### src/rtl/tomasulo_pkg.sv
// Shared types and widths for the Tomasulo core: tag/data/op widths,
// the "operand value is valid" tag marker and the reservation-entry state encoding.
package tomasulo_pkg;
    localparam int TAG_W  = 5;
    localparam int DATA_W = 32;
    localparam int OP_W   = 5;

    localparam logic [TAG_W-1:0] INVALID_TAG = 5'b11111;

    typedef enum logic [1:0] {
        FREE,
        WAIT,
        READY,
        EXEC
    } entry_state_t;
endpackage

### src/rtl/rs_entry.sv
// One reservation-station slot: lifecycle FSM, operand capture with CDB snoop and issue bypass.
// Optional RS_OLDEST_FIRST_EN adds a saturating age counter used by the top for oldest-first dispatch.
//
// state | meaning
// FREE  | slot unused, may be allocated
// WAIT  | at least one operand still waiting on a CDB tag
// READY | both operands valid, candidate for dispatch
// EXEC  | in/through the dispatch register, held until own tag seen on CDB
module rs_entry
    import tomasulo_pkg::*;
(
    input  logic              clk,
    input  logic              rst,
`ifdef RS_OLDEST_FIRST_EN
    output logic [2:0]        age,
`endif
    input  logic [TAG_W-1:0]  my_tag,
    input  logic              alloc,
    input  logic [OP_W-1:0]   iss_op,
    input  logic [DATA_W-1:0] iss_val_1,
    input  logic [DATA_W-1:0] iss_val_2,
    input  logic [TAG_W-1:0]  iss_tag_1,
    input  logic [TAG_W-1:0]  iss_tag_2,
    input  logic              select,
    input  logic              cdb_valid,
    input  logic [TAG_W-1:0]  cdb_tag,
    input  logic [DATA_W-1:0] cdb_val,
    output entry_state_t      state,
    output logic [OP_W-1:0]   op,
    output logic [DATA_W-1:0] val_1,
    output logic [DATA_W-1:0] val_2
);
    logic [TAG_W-1:0]  tag_1, tag_2;
    logic [TAG_W-1:0]  nxt_tag_1, nxt_tag_2;
    logic [DATA_W-1:0] nxt_val_1, nxt_val_2;
    logic              cdb_live, operands_ready;

    assign cdb_live = cdb_valid && (cdb_tag != INVALID_TAG);

    // The same compare serves both issue bypass (fresh source fields) and WAIT capture.
    always_comb begin
        nxt_tag_1 = alloc ? iss_tag_1 : tag_1;
        nxt_val_1 = alloc ? iss_val_1 : val_1;
        nxt_tag_2 = alloc ? iss_tag_2 : tag_2;
        nxt_val_2 = alloc ? iss_val_2 : val_2;
        if (cdb_live && (nxt_tag_1 == cdb_tag)) begin
            nxt_tag_1 = INVALID_TAG;
            nxt_val_1 = cdb_val;
        end
        if (cdb_live && (nxt_tag_2 == cdb_tag)) begin
            nxt_tag_2 = INVALID_TAG;
            nxt_val_2 = cdb_val;
        end
        operands_ready = (nxt_tag_1 == INVALID_TAG) && (nxt_tag_2 == INVALID_TAG);
    end

    always_ff @(posedge clk) begin
        if (rst) begin
            state <= FREE;
            op    <= '0;
            tag_1 <= INVALID_TAG;
            tag_2 <= INVALID_TAG;
            val_1 <= '0;
            val_2 <= '0;
        end else begin
            case (state)
                FREE: if (alloc) begin
                    op    <= iss_op;
                    tag_1 <= nxt_tag_1;
                    tag_2 <= nxt_tag_2;
                    val_1 <= nxt_val_1;
                    val_2 <= nxt_val_2;
                    state <= operands_ready ? READY : WAIT;
                end
                WAIT: begin
                    tag_1 <= nxt_tag_1;
                    tag_2 <= nxt_tag_2;
                    val_1 <= nxt_val_1;
                    val_2 <= nxt_val_2;
                    if (operands_ready) state <= READY;
                end
                READY: if (select) state <= EXEC;
                EXEC: if (cdb_live && (cdb_tag == my_tag)) state <= FREE;
                default: state <= FREE;
            endcase
        end
    end

`ifdef RS_OLDEST_FIRST_EN
    always_ff @(posedge clk) begin
        if (rst) begin
            age <= '0;
        end else if (state == FREE) begin
            age <= '0;
        end else if (age != 3'd7) begin
            age <= age + 3'd1;
        end
    end
`endif
endmodule

### src/rtl/reservation_station.sv
// Reservation station top: lowest-free allocation, ready select, dispatch register and occupancy.
// Define RS_OLDEST_FIRST_EN for oldest-first dispatch; otherwise lowest-index READY entry wins.
module reservation_station
    import tomasulo_pkg::*;
#(
    parameter int NUM_ENTRIES = 4,
    parameter int TAG_BASE    = 0
)(
    input  logic              clk,
    input  logic              rst,
    input  logic              in_issue_valid,
    input  logic [OP_W-1:0]   in_issue_op,
    input  logic [DATA_W-1:0] in_issue_val_1,
    input  logic [DATA_W-1:0] in_issue_val_2,
    input  logic [TAG_W-1:0]  in_issue_tag_1,
    input  logic [TAG_W-1:0]  in_issue_tag_2,
    output logic              out_issue_ready,
    output logic              out_alloc_valid,
    output logic [TAG_W-1:0]  out_alloc_tag,
    input  logic              in_cdb_valid,
    input  logic [TAG_W-1:0]  in_cdb_tag,
    input  logic [DATA_W-1:0] in_cdb_val,
    output logic              out_disp_valid,
    output logic [OP_W-1:0]   out_disp_op,
    output logic [DATA_W-1:0] out_disp_val_1,
    output logic [DATA_W-1:0] out_disp_val_2,
    output logic [TAG_W-1:0]  out_disp_tag,
    input  logic              in_disp_ready,
    output logic [3:0]        out_count
);
    localparam int IDX_W = $clog2(NUM_ENTRIES);

    entry_state_t      ent_state [NUM_ENTRIES];
    logic [OP_W-1:0]   ent_op    [NUM_ENTRIES];
    logic [DATA_W-1:0] ent_val_1 [NUM_ENTRIES];
    logic [DATA_W-1:0] ent_val_2 [NUM_ENTRIES];
`ifdef RS_OLDEST_FIRST_EN
    logic [2:0]        ent_age   [NUM_ENTRIES];
    logic [2:0]        sel_age;
`endif

    logic             free_found, ready_found, accept, disp_load;
    logic [IDX_W-1:0] alloc_idx, sel_idx;
    logic [3:0]       occ_count;

    // Descending scan so the lowest FREE index is the last one written.
    always_comb begin
        free_found = 1'b0;
        alloc_idx  = '0;
        occ_count  = '0;
        for (int i = NUM_ENTRIES - 1; i >= 0; i--) begin
            if (ent_state[i] == FREE) begin
                free_found = 1'b1;
                alloc_idx  = IDX_W'(i);
            end else begin
                occ_count = occ_count + 4'd1;
            end
        end
    end

    always_comb begin
        ready_found = 1'b0;
        sel_idx     = '0;
`ifdef RS_OLDEST_FIRST_EN
        sel_age = '0;
        for (int i = 0; i < NUM_ENTRIES; i++) begin
            if ((ent_state[i] == READY) && (!ready_found || (ent_age[i] > sel_age))) begin
                ready_found = 1'b1;
                sel_idx     = IDX_W'(i);
                sel_age     = ent_age[i];
            end
        end
`else
        for (int i = NUM_ENTRIES - 1; i >= 0; i--) begin
            if (ent_state[i] == READY) begin
                ready_found = 1'b1;
                sel_idx     = IDX_W'(i);
            end
        end
`endif
    end

    assign out_issue_ready = free_found;
    assign out_count       = occ_count;
    assign accept          = in_issue_valid && free_found;
    assign disp_load       = ready_found && (!out_disp_valid || in_disp_ready);

    for (genvar i = 0; i < NUM_ENTRIES; i++) begin : g_entry
        rs_entry u_entry (
            .clk       (clk),
            .rst       (rst),
`ifdef RS_OLDEST_FIRST_EN
            .age       (ent_age[i]),
`endif
            .my_tag    (TAG_W'(TAG_BASE + i)),
            .alloc     (accept && (alloc_idx == IDX_W'(i))),
            .iss_op    (in_issue_op),
            .iss_val_1 (in_issue_val_1),
            .iss_val_2 (in_issue_val_2),
            .iss_tag_1 (in_issue_tag_1),
            .iss_tag_2 (in_issue_tag_2),
            .select    (disp_load && (sel_idx == IDX_W'(i))),
            .cdb_valid (in_cdb_valid),
            .cdb_tag   (in_cdb_tag),
            .cdb_val   (in_cdb_val),
            .state     (ent_state[i]),
            .op        (ent_op[i]),
            .val_1     (ent_val_1[i]),
            .val_2     (ent_val_2[i])
        );
    end

    always_ff @(posedge clk) begin
        if (rst) begin
            out_alloc_valid <= 1'b0;
            out_alloc_tag   <= INVALID_TAG;
            out_disp_valid  <= 1'b0;
            out_disp_op     <= '0;
            out_disp_val_1  <= '0;
            out_disp_val_2  <= '0;
            out_disp_tag    <= '0;
        end else begin
            out_alloc_valid <= accept;
            if (accept) out_alloc_tag <= TAG_W'(TAG_BASE) + TAG_W'(alloc_idx);
            if (disp_load) begin
                out_disp_valid <= 1'b1;
                out_disp_op    <= ent_op[sel_idx];
                out_disp_val_1 <= ent_val_1[sel_idx];
                out_disp_val_2 <= ent_val_2[sel_idx];
                out_disp_tag   <= TAG_W'(TAG_BASE) + TAG_W'(sel_idx);
            end else if (in_disp_ready) begin
                out_disp_valid <= 1'b0;
            end
        end
    end
endmodule

### config.mk
export PLATFORM = sky130hd
export DESIGN_NAME = reservation_station
export DESIGN_NICKNAME = d
export VERILOG_FILES = /design/src/rtl/tomasulo_pkg.sv /design/src/rtl/rs_entry.sv /design/src/rtl/reservation_station.sv
export SDC_FILE = /design/constraint.sdc
export NUM_CORES = 1
export LEC_CHECK = 0
export ABC_CLOCK_PERIOD_IN_PS = 3800
export CORE_ASPECT_RATIO = 0.5
export CORE_UTILIZATION = 43
export CTS_BUF_LIST = sky130_fd_sc_hd__clkbuf_2 sky130_fd_sc_hd__clkbuf_4 sky130_fd_sc_hd__clkbuf_8
export DETAILED_ROUTE_END_ITERATION = 12
export DONT_BUFFER_PORTS = 1
export SYNTH_ARGS = -nofsm -noshare
export SYNTH_HDL_FRONTEND = slang
export SYNTH_HIERARCHICAL = 1
export SYNTH_SLANG_ARGS = --single-unit
export TNS_END_PERCENT = 50
### constraint.sdc
create_clock -name clk -period 3.8 [get_ports clk]
set_input_delay 0.76 -clock clk [delete_from_list [all_inputs] [get_ports clk]]
set_output_delay 0.76 -clock clk [all_outputs]
set_load 0.005 [all_outputs]
==> results of run 1 <==
[flip-flops by register name, indices dropped and copies added, names as in the netlist]
name and count:
g_entry.u_entry/state 8, out_disp_valid 1, g_entry.u_entry/tag_1 20, out_disp_tag 2
out_disp_val_2 32, out_alloc_tag 3, out_disp_op 5, out_disp_val_1 32
g_entry.u_entry/val_2 128, g_entry.u_entry/op 20, g_entry.u_entry/val_1 128, out_alloc_valid 1
g_entry.u_entry/tag_2 20
[cells by family after synthesis]
| kind of cell | count (synthesis) | share of synthesized area, % |
|---|---|---|
| multiplexers | 297 | 13.83 |
| buffers and inverters | 310 | 7.769 |
| AO/OA/AOI/OAI | 680 | 25.01 |
| flip-flops | 400 | 37.24 |
| XOR/XNOR | 63 | 2.566 |
| adder cells (fa/ha/maj) | 21 | 1.222 |
| other | 2 | 0.03493 |
| AND/OR/NAND/NOR | 585 | 12.33 |
[cell type report]
type	count	share of cell area, %
flip-flops and latches	400	34.55
repair buffers	51	2.861
diodes	4	0.04319
clock inverters	11	0.4211
clock buffers	99	5.123
multi-input cells	1670	51.94
inverters	96	1.555
well taps	649	3.504
[Yosys cell counts, drive strengths merged]
library cell / instances
nand3: 40
a21o: 6
o22ai: 73
a211oi: 265
a221oi: 5
nor2b: 4
nand2b: 53
mux2: 1
o221ai: 1
ha: 21
nor4: 4
inv: 96
o41ai: 12
nand2: 129
clkbuf: 66
nor2: 289
o41a: 4
o2bb2ai: 68
a31oi: 8
xnor2: 13
conb: 2
nand4: 9
and3: 4
buf: 148
mux2i: 296
and2: 4
a211o: 1
o21ai: 94
dfxtp: 400
xor2: 50
or2: 19
nand3b: 4
o32ai: 105
and2b: 2
a21oi: 38
nor3: 16
and4: 8
[power groups by stage]
stage / clock network, mW / logic, mW / registers, mW
floorplan: 0 / 4.86 / 5.85
finish: 3.81 / 6.34 / 6.04
detailed placement: 0 / 6.14 / 6.13
CTS: 3.89 / 6.17 / 6.04
global placement: 0 / 6.05 / 6.11
global route: 4.07 / 6.91 / 6.15
[repair_timing]
item / 4_1_cts / 5_1_grt
buffers inserted: 0 / 2
endpoints found under the setup margin: 0 / 121
resized for setup: 0 / 11
[critical path: cells and delay by family (launching register included)]
family,cells,cell delay [ns]
DFF,1,0.31
buffers and inverters,1,0.23
muxes,2,0.45
and+or+nand+nor,5,1.57
adders and majority gates,1,0.22
xor gates and xnor gates,1,0.17
AOI/OAI and AO/OA,2,0.45
[worst max path at each step]
stage / start / endpoint
3_3_place_gp: g_entry[2].u_entry/state[1]$_SDFFE_PP0P_ / g_entry[2].u_entry/val_1[13]$_SDFFE_PP0P_
6_report: g_entry[2].u_entry/state[1]$_SDFFE_PP0P_ / g_entry[2].u_entry/val_2[12]$_SDFFE_PP0P_
5_1_grt: g_entry[2].u_entry/state[1]$_SDFFE_PP0P_ / g_entry[0].u_entry/val_1[31]$_SDFFE_PP0P_
3_5_place_dp: g_entry[2].u_entry/state[1]$_SDFFE_PP0P_ / g_entry[0].u_entry/val_2[7]$_SDFFE_PP0P_
4_1_cts: g_entry[2].u_entry/state[1]$_SDFFE_PP0P_ / g_entry[0].u_entry/val_2[7]$_SDFFE_PP0P_
2_1_floorplan: g_entry[2].u_entry/state[0]$_SDFFE_PP0P_ / g_entry[2].u_entry/val_1[24]$_SDFFE_PP0P_
[layer usage]
layer	up-vias	global-route usage (%)	wire, µm
met2	549	41.00	30670
met4	0	6.258	1278
met3	89	4.895	4378
met5	-	0	0
met1	8635	34.87	31290
li1	8494	-	-
[per-stage QoR]
step | power [mW] | setup TNS (ns) | area, µm² | hold WS [ns]
after floorplan | 10.71 | 0 | 21580 | 0.4332
after global placement | 12.16 | 0 | 21800 | 0.4393
after detailed placement | 12.27 | 0 | 21800 | 0.4411
after CTS | 16.09 | 0 | 23090 | 0.1483
after global routing | 17.14 | -0.04258 | 23180 | 0.1488
final | 16.19 | 0 | 23180 | 0.1958
==> metrics.md, run 1 <==
| Metric | Value |
|---|---|
| Vias in the first global route | `16990` |
| Final hold vios | `0` |
| IO buf count | `0` |
| Worst hold endpoint | `g_entry[0].u_entry/val_1[27]$_SDFFE_PP0P_` |
| Clk slew on worst S/H paths | `0.07 ns` |
| Synth top area share | `a little under two fifths` |
| DR vias | `about 18000` |
| Max-slew headroom | `around 30%` |
| Worst path arrival time | `a little over 4 ns` |
| Total GRT Usage | `25.43%` |
| Total CTS buffers | `60` |
| Most common cell after layout, fill and taps aside | `dfxtp_1` |
| Post-synthesis sequential area ratio | `~37%` |
| Htree depth | `2` |
| Leak pwr | `between 8 and 9 nW` |
| Total grt overflow | `0` |
| Status | `complete, no violations` |
| Power Internal | `just under 10 mW` |
| Sw Share | `roughly 40%` |
| Root buf cell | `clkbuf_8` |
| Crit-path slowest cell | `or2_2` |
| Drt total wl | `just under 70000 µm` |
| Sequential share of power | `a little under two fifths` |
| Distinct cells, synth | `52` |
| Worst-Margin Slew | `about 1.0 ns` |
| Die height | `roughly 160 µm` |
| First-pass GRT wire length | `between 100000 and 150000 µm` |
| Num Clock Sinks | `400` |
| Slew Viols, Final | `0` |
| RR Endpoint | `g_entry[2].u_entry/val_2[12]$_SDFFE_PP0P_` |
| CP Capture Type | `flop` |
| Antenna-violating nets left | `0` |
| CP Data Required Time | `about 4.3 ns` |
| Layout fillers | `roughly 4700` |
| Initial antenna violation count | `1` |
| Critical Path Start Type | `flop` |
| Nets | `2421` |
| Vias per cell | `5.962` |
| MaxCap Viol Count | `0` |
| Critical path peak fanout | `21` |
| Starting Density | `between 40% and 50%` |
| HPWL after DPL | `a little over 40000 µm` |
| Max IR drop VDD | `0.4666 mV` |
| Crit-path cells | `or2_2 -> ha_1 -> o221ai_1 -> nand2_2 -> nor3_4 -> buf_6 -> mux2i_1 -> xor2_1 -> nand2b_1 -> or2_2 -> mux2i_1 -> a211oi_1` |
| FMAX | `282.3 MHz` |
| Layout cells sized above 1 | `a little under an eighth` |
| Post-Syn Area | `approximately 22000 µm²` |
| Multi-input logic area | `between 10000 and 15000 µm²` |
| Area leader, netlist | `dfxtp_1` |
| Pre-CTS setup slack | `a little under 0.2 ns` |
| # rows | `57` |
| Commonest non-fill, non-tap cells in the layout | `dfxtp_1, mux2i_1, nor2_1` |
| Register area | `8008 µm²` |
| Fin crit period | `between 3 and 4 ns` |
| Final WS setup | `around 0.26 ns` |
| CTS tree | `yes` |
| Core area | `around 49000 µm²` |
| WS Path Type | `flop to flop` |
| Largest net degree at the start of global routing | `roughly 330` |
| Post-placement cell count | `about 2900` |
| Tightest Hold Check Type | `primary input to flop` |
| Final Skew | `about 0.015 ns` |
| Synth warnings | `6` |
| Initial DRT Pass Iterations | `5` |
| Final worst path period share | `93.21%` |
| Die W | `between 300 and 400 µm` |
| Syn avg cell area | `between 9 and 10 µm²` |
| Worst R2R Setup Slack | `approximately 0.26 ns` |
| Post-Layout Cell Count | `2980` |
| Layout area overhead | `7.792%` |
| I/O pin count | `207` |
| RR Startpoint | `g_entry[2].u_entry/state[1]$_SDFFE_PP0P_` |
| Synth area leaders | `dfxtp_1, mux2i_1, a211oi_1, nor2_1, o32ai_1` |
| Wire per inst | `about 23 µm` |
| Crit-path max cell delay | `0.65 ns` |
| CTS max path bufs | `3` |
| Die area | `50950 µm²` |
| RePlAce Congestion | `0.8231` |
| Cells after synthesis | `between 2000 and 2500` |
| Reg2Reg Depth | `12` |
| 1st-iter DRT viols | `approximately 1400` |
| Switching power | `6.512 mW` |
| Final Setup Violations | `0` |
| Power Dens Cells | `around 700 nW/µm²` |
| FF+latch count, synth | `400` |
| DRC | `0` |
| Hold path cells | `1` |
| Clk network pwr share | `23.5%` |
| Layout Utilization | `a little under half` |
| Hold Startpoint | `rst` |
| Worst-Skew Late Latency | `around 0.65 ns` |
| Share of total power in combinational logic | `roughly two fifths` |
| Hold-fix buffers, CTS | `0` |
(Power assumes the default switching activity.)
==> run 2: changes to the inputs <==
--- a/config.mk
+++ b/config.mk
@@ -11,6 +11,8 @@
 export CTS_BUF_LIST = sky130_fd_sc_hd__clkbuf_2 sky130_fd_sc_hd__clkbuf_4 sky130_fd_sc_hd__clkbuf_8
 export DETAILED_ROUTE_END_ITERATION = 12
 export DONT_BUFFER_PORTS = 1
+export HOLD_SLACK_MARGIN = 0.02
+export PLACE_DENSITY_LB_ADDON = 0.25
 export SYNTH_ARGS = -nofsm -noshare
 export SYNTH_HDL_FRONTEND = slang
 export SYNTH_HIERARCHICAL = 1
==> metrics.md, run 2 (synthesis gave the netlist of run 1 again) <==
| Metric | Value |
|---|---|
| Layout area overhead | `7.955%` |
| Total GRT Usage | `25.10% (-0.33 points)` |
| Total Power | `16.13 mW (-0.37%)` |
| Total grt overflow | `0 (unchanged)` |
| Final worst path period share | `94.27% (+1.1 points)` |
| Die W | `318.2 µm (unchanged)` |
| Max IR drop VDD | `0.5061 mV (+8.5%)` |
| Critical path peak fanout | `34 (+62%)` |
| Largest net degree at the start of global routing | `334 (unchanged)` |
| Core area | `48920 µm² (unchanged)` |
| Layout fillers | `4687 (-0.13%)` |
| Share of total power in combinational logic | `39.6% (+0.4 points)` |
| DR vias | `17910 (+0.82%)` |
| Die height | `160.1 µm (unchanged)` |
| Antenna-violating nets left | `0 (unchanged)` |
| Leak pwr | `8.534 nW (+0.34%)` |
| Die area | `50950 µm² (unchanged)` |
| Power Internal | `9.628 mW (-0.55%)` |
| Initial antenna violation count | `1 (unchanged)` |
| IO buf count | `0 (unchanged)` |
| Worst-Margin Slew | `1.161 ns (+0.1186 ns)` |
| Worst-Skew Late Latency | `0.67 ns (+0.02 ns)` |
| DRC | `0 (unchanged)` |
| Post-placement cell count | `2864 (+0.070%)` |
| I/O pin count | `207 (unchanged)` |
| Max-slew headroom | `22.58% (-7.9 points)` |
| WS Path Type | `flop to flop` |
| Vias per cell | `6.015 (+0.88%)` |
| Vias in the first global route | `17100 (+0.67%)` |
| Hold Startpoint | `rst` |
| Multi-input logic area | `12030 µm² (about the same)` |
| RR Endpoint | `g_entry[0].u_entry/tag_2[1]$_SDFFE_PP1P_` |
| Final Setup Violations | `0 (unchanged)` |
| Total CTS buffers | `61 (+1.7%)` |
| 1st-iter DRT viols | `1634 (+13%)` |
| Final hold vios | `0 (unchanged)` |
| CP Data Required Time | `4.37 ns (+0.03 ns)` |
| Power Dens Cells | `695.1 nW/µm² (-0.52%)` |
| Hold-fix buffers, CTS | `0 (unchanged)` |
| Critical Path Start Type | `flop` |
| MaxCap Viol Count | `0 (unchanged)` |
| Clk network pwr share | `23.0% (-0.5 points)` |
| Initial DRT Pass Iterations | `5 (unchanged)` |
| Fin crit period | `3.582 ns (+0.04034 ns)` |
| Hold path cells | `1 (unchanged)` |
| Switching power | `6.506 mW (about the same)` |
| FMAX | `279.2 MHz (-1.1%)` |
| Starting Density | `43.95% (unchanged)` |
| Commonest non-fill, non-tap cells in the layout | `dfxtp_1, mux2i_1, nor2_1` |
| CTS max path bufs | `3 (unchanged)` |
| Register area | `8008 µm² (unchanged)` |
| Post-Layout Cell Count | `2978 (-0.067%)` |
| RR Startpoint | `g_entry[2].u_entry/state[1]$_SDFFE_PP0P_` |
| Htree depth | `2 (unchanged)` |
| Worst hold endpoint | `g_entry[2].u_entry/op[4]$_SDFFE_PP0P_` |
| Layout Utilization | `47.44% (+0.072 points)` |
| Sequential share of power | `37.4% (about the same)` |
| Slew Viols, Final | `0 (unchanged)` |
| CP Capture Type | `flop` |
| Num Clock Sinks | `400 (unchanged)` |
| Sw Share | `40.32% (+0.11 points)` |
| Wire per inst | `22.60 µm (-0.40%)` |
| # rows | `57 (unchanged)` |
| Root buf cell | `clkbuf_8` |
| Biggest regs | `g_entry.u_entry/val_1 (128), g_entry.u_entry/val_2 (128)` |
| Final Skew | `0.04048 ns (+0.02597 ns)` |
| Most common cell after layout, fill and taps aside | `dfxtp_1` |
| HPWL after DPL | `39370 µm (-2.7%)` |
| Drt total wl | `67290 µm (-0.47%)` |
| CTS tree | `yes` |
| RePlAce Congestion | `0.8110 (-1.5%)` |
| Worst path arrival time | `4.16 ns (+0.08 ns)` |
| Tightest Hold Check Type | `primary input to flop` |
| Nets | `2432 (+0.45%)` |
| First-pass GRT wire length | `102300 µm (-0.76%)` |
| Worst R2R Setup Slack | `0.22 ns (-0.04 ns)` |
| Layout cells sized above 1 | `11.98% (about the same)` |
| Reg2Reg Depth | `14 (+2)` |
| Status | `complete, no violations` |
| Clk slew on worst S/H paths | `0.06 ns (about the same)` |
-- run 2: cell type report --
cell class	instances	share of cell area, %
Inverter	96	1.552
Clock buffer	93	5.083
Antenna cell	1	0.01078
Sequential cell	400	34.50
Multi-Input combinational cell	1670	51.84
Clock inverter	8	0.2318
Timing Repair Buffer	61	3.288
Tap cell	649	3.498
-- run 2: critical path, stage by stage, from the launching register on --
cell and delay, ns:
dfxtp_1 0.31, or2_2 0.33, ha_1 0.23, o221ai_1 0.12
nand2_2 0.17, a21oi_2 0.14, buf_4 0.27, mux2i_1 0.26
xor2_1 0.17, nand4_1 0.24, o41ai_4 0.37, buf_4 0.21
buf_6 0.37, o32ai_1 0.16, nand2b_1 0.09
-- run 2: power groups by stage --
stage / Clock, mW / Sequential, mW / Combinational, mW
6_report: 3.71 / 6.03 / 6.39
5_1_grt: 3.99 / 6.14 / 6.93
4_1_cts: 3.77 / 6.03 / 6.17
3_5_place_dp: 0 / 6.11 / 6.14
3_3_place_gp: 0 / 6.10 / 6.07
2_1_floorplan: 0 / 5.85 / 4.86
-- run 2: timing repair --
item	in CTS	in global routing
buffers inserted	0	10
endpoints found under the setup margin	0	128
gates resized for setup	0	11
-- run 2: through the flow --
| stage | hold WS [ns] | area, µm² | TNS [ns] | setup WS (ns) |
|---|---|---|---|---|
| 6_report | 0.2000 | 23210 | 0 | 0.2178 |
| 5_1_grt | 0.1597 | 23210 | -0.05246 | -0.02133 |
| 4_1_cts | 0.1324 | 23080 | 0 | 0.05608 |
| 3_5_place_dp | 0.4422 | 21840 | 0 | 0.1188 |
| 3_3_place_gp | 0.4382 | 21840 | 0 | 0.2228 |
| 2_1_floorplan | 0.4332 | 21580 | 0 | 0.5733 |
-- run 2: metal layers --
layer  routed length [µm]  vias to the layer above  GRT usage (%)
li1                     -                     8507              -
met1                29690                     8729          33.08
met2                31430                      574          42.28
met3                 4783                      102          4.692
met4                 1388                        0          6.148
met5                    0                        -              0
-- run 2: worst max-delay path by stage --
stage | startpoint | end | slack [ns] | cells past startpoint
detailed placement | g_entry[2].u_entry/state[1]$_SDFFE_PP0P_ | g_entry[2].u_entry/val_2[9]$_SDFFE_PP0P_ | 0.12 | 12
global placement | g_entry[2].u_entry/state[1]$_SDFFE_PP0P_ | g_entry[2].u_entry/val_2[16]$_SDFFE_PP0P_ | 0.22 | 12
global route | g_entry[3].u_entry/state[1]$_SDFFE_PP0P_ | g_entry[1].u_entry/val_2[16]$_SDFFE_PP0P_ | -0.02 | 14
floorplan | g_entry[2].u_entry/state[0]$_SDFFE_PP0P_ | g_entry[2].u_entry/val_1[24]$_SDFFE_PP0P_ | 0.57 | 15
CTS | g_entry[2].u_entry/state[1]$_SDFFE_PP0P_ | g_entry[2].u_entry/val_2[6]$_SDFFE_PP0P_ | 0.06 | 12
finish | g_entry[2].u_entry/state[1]$_SDFFE_PP0P_ | g_entry[0].u_entry/tag_2[1]$_SDFFE_PP1P_ | 0.22 | 14
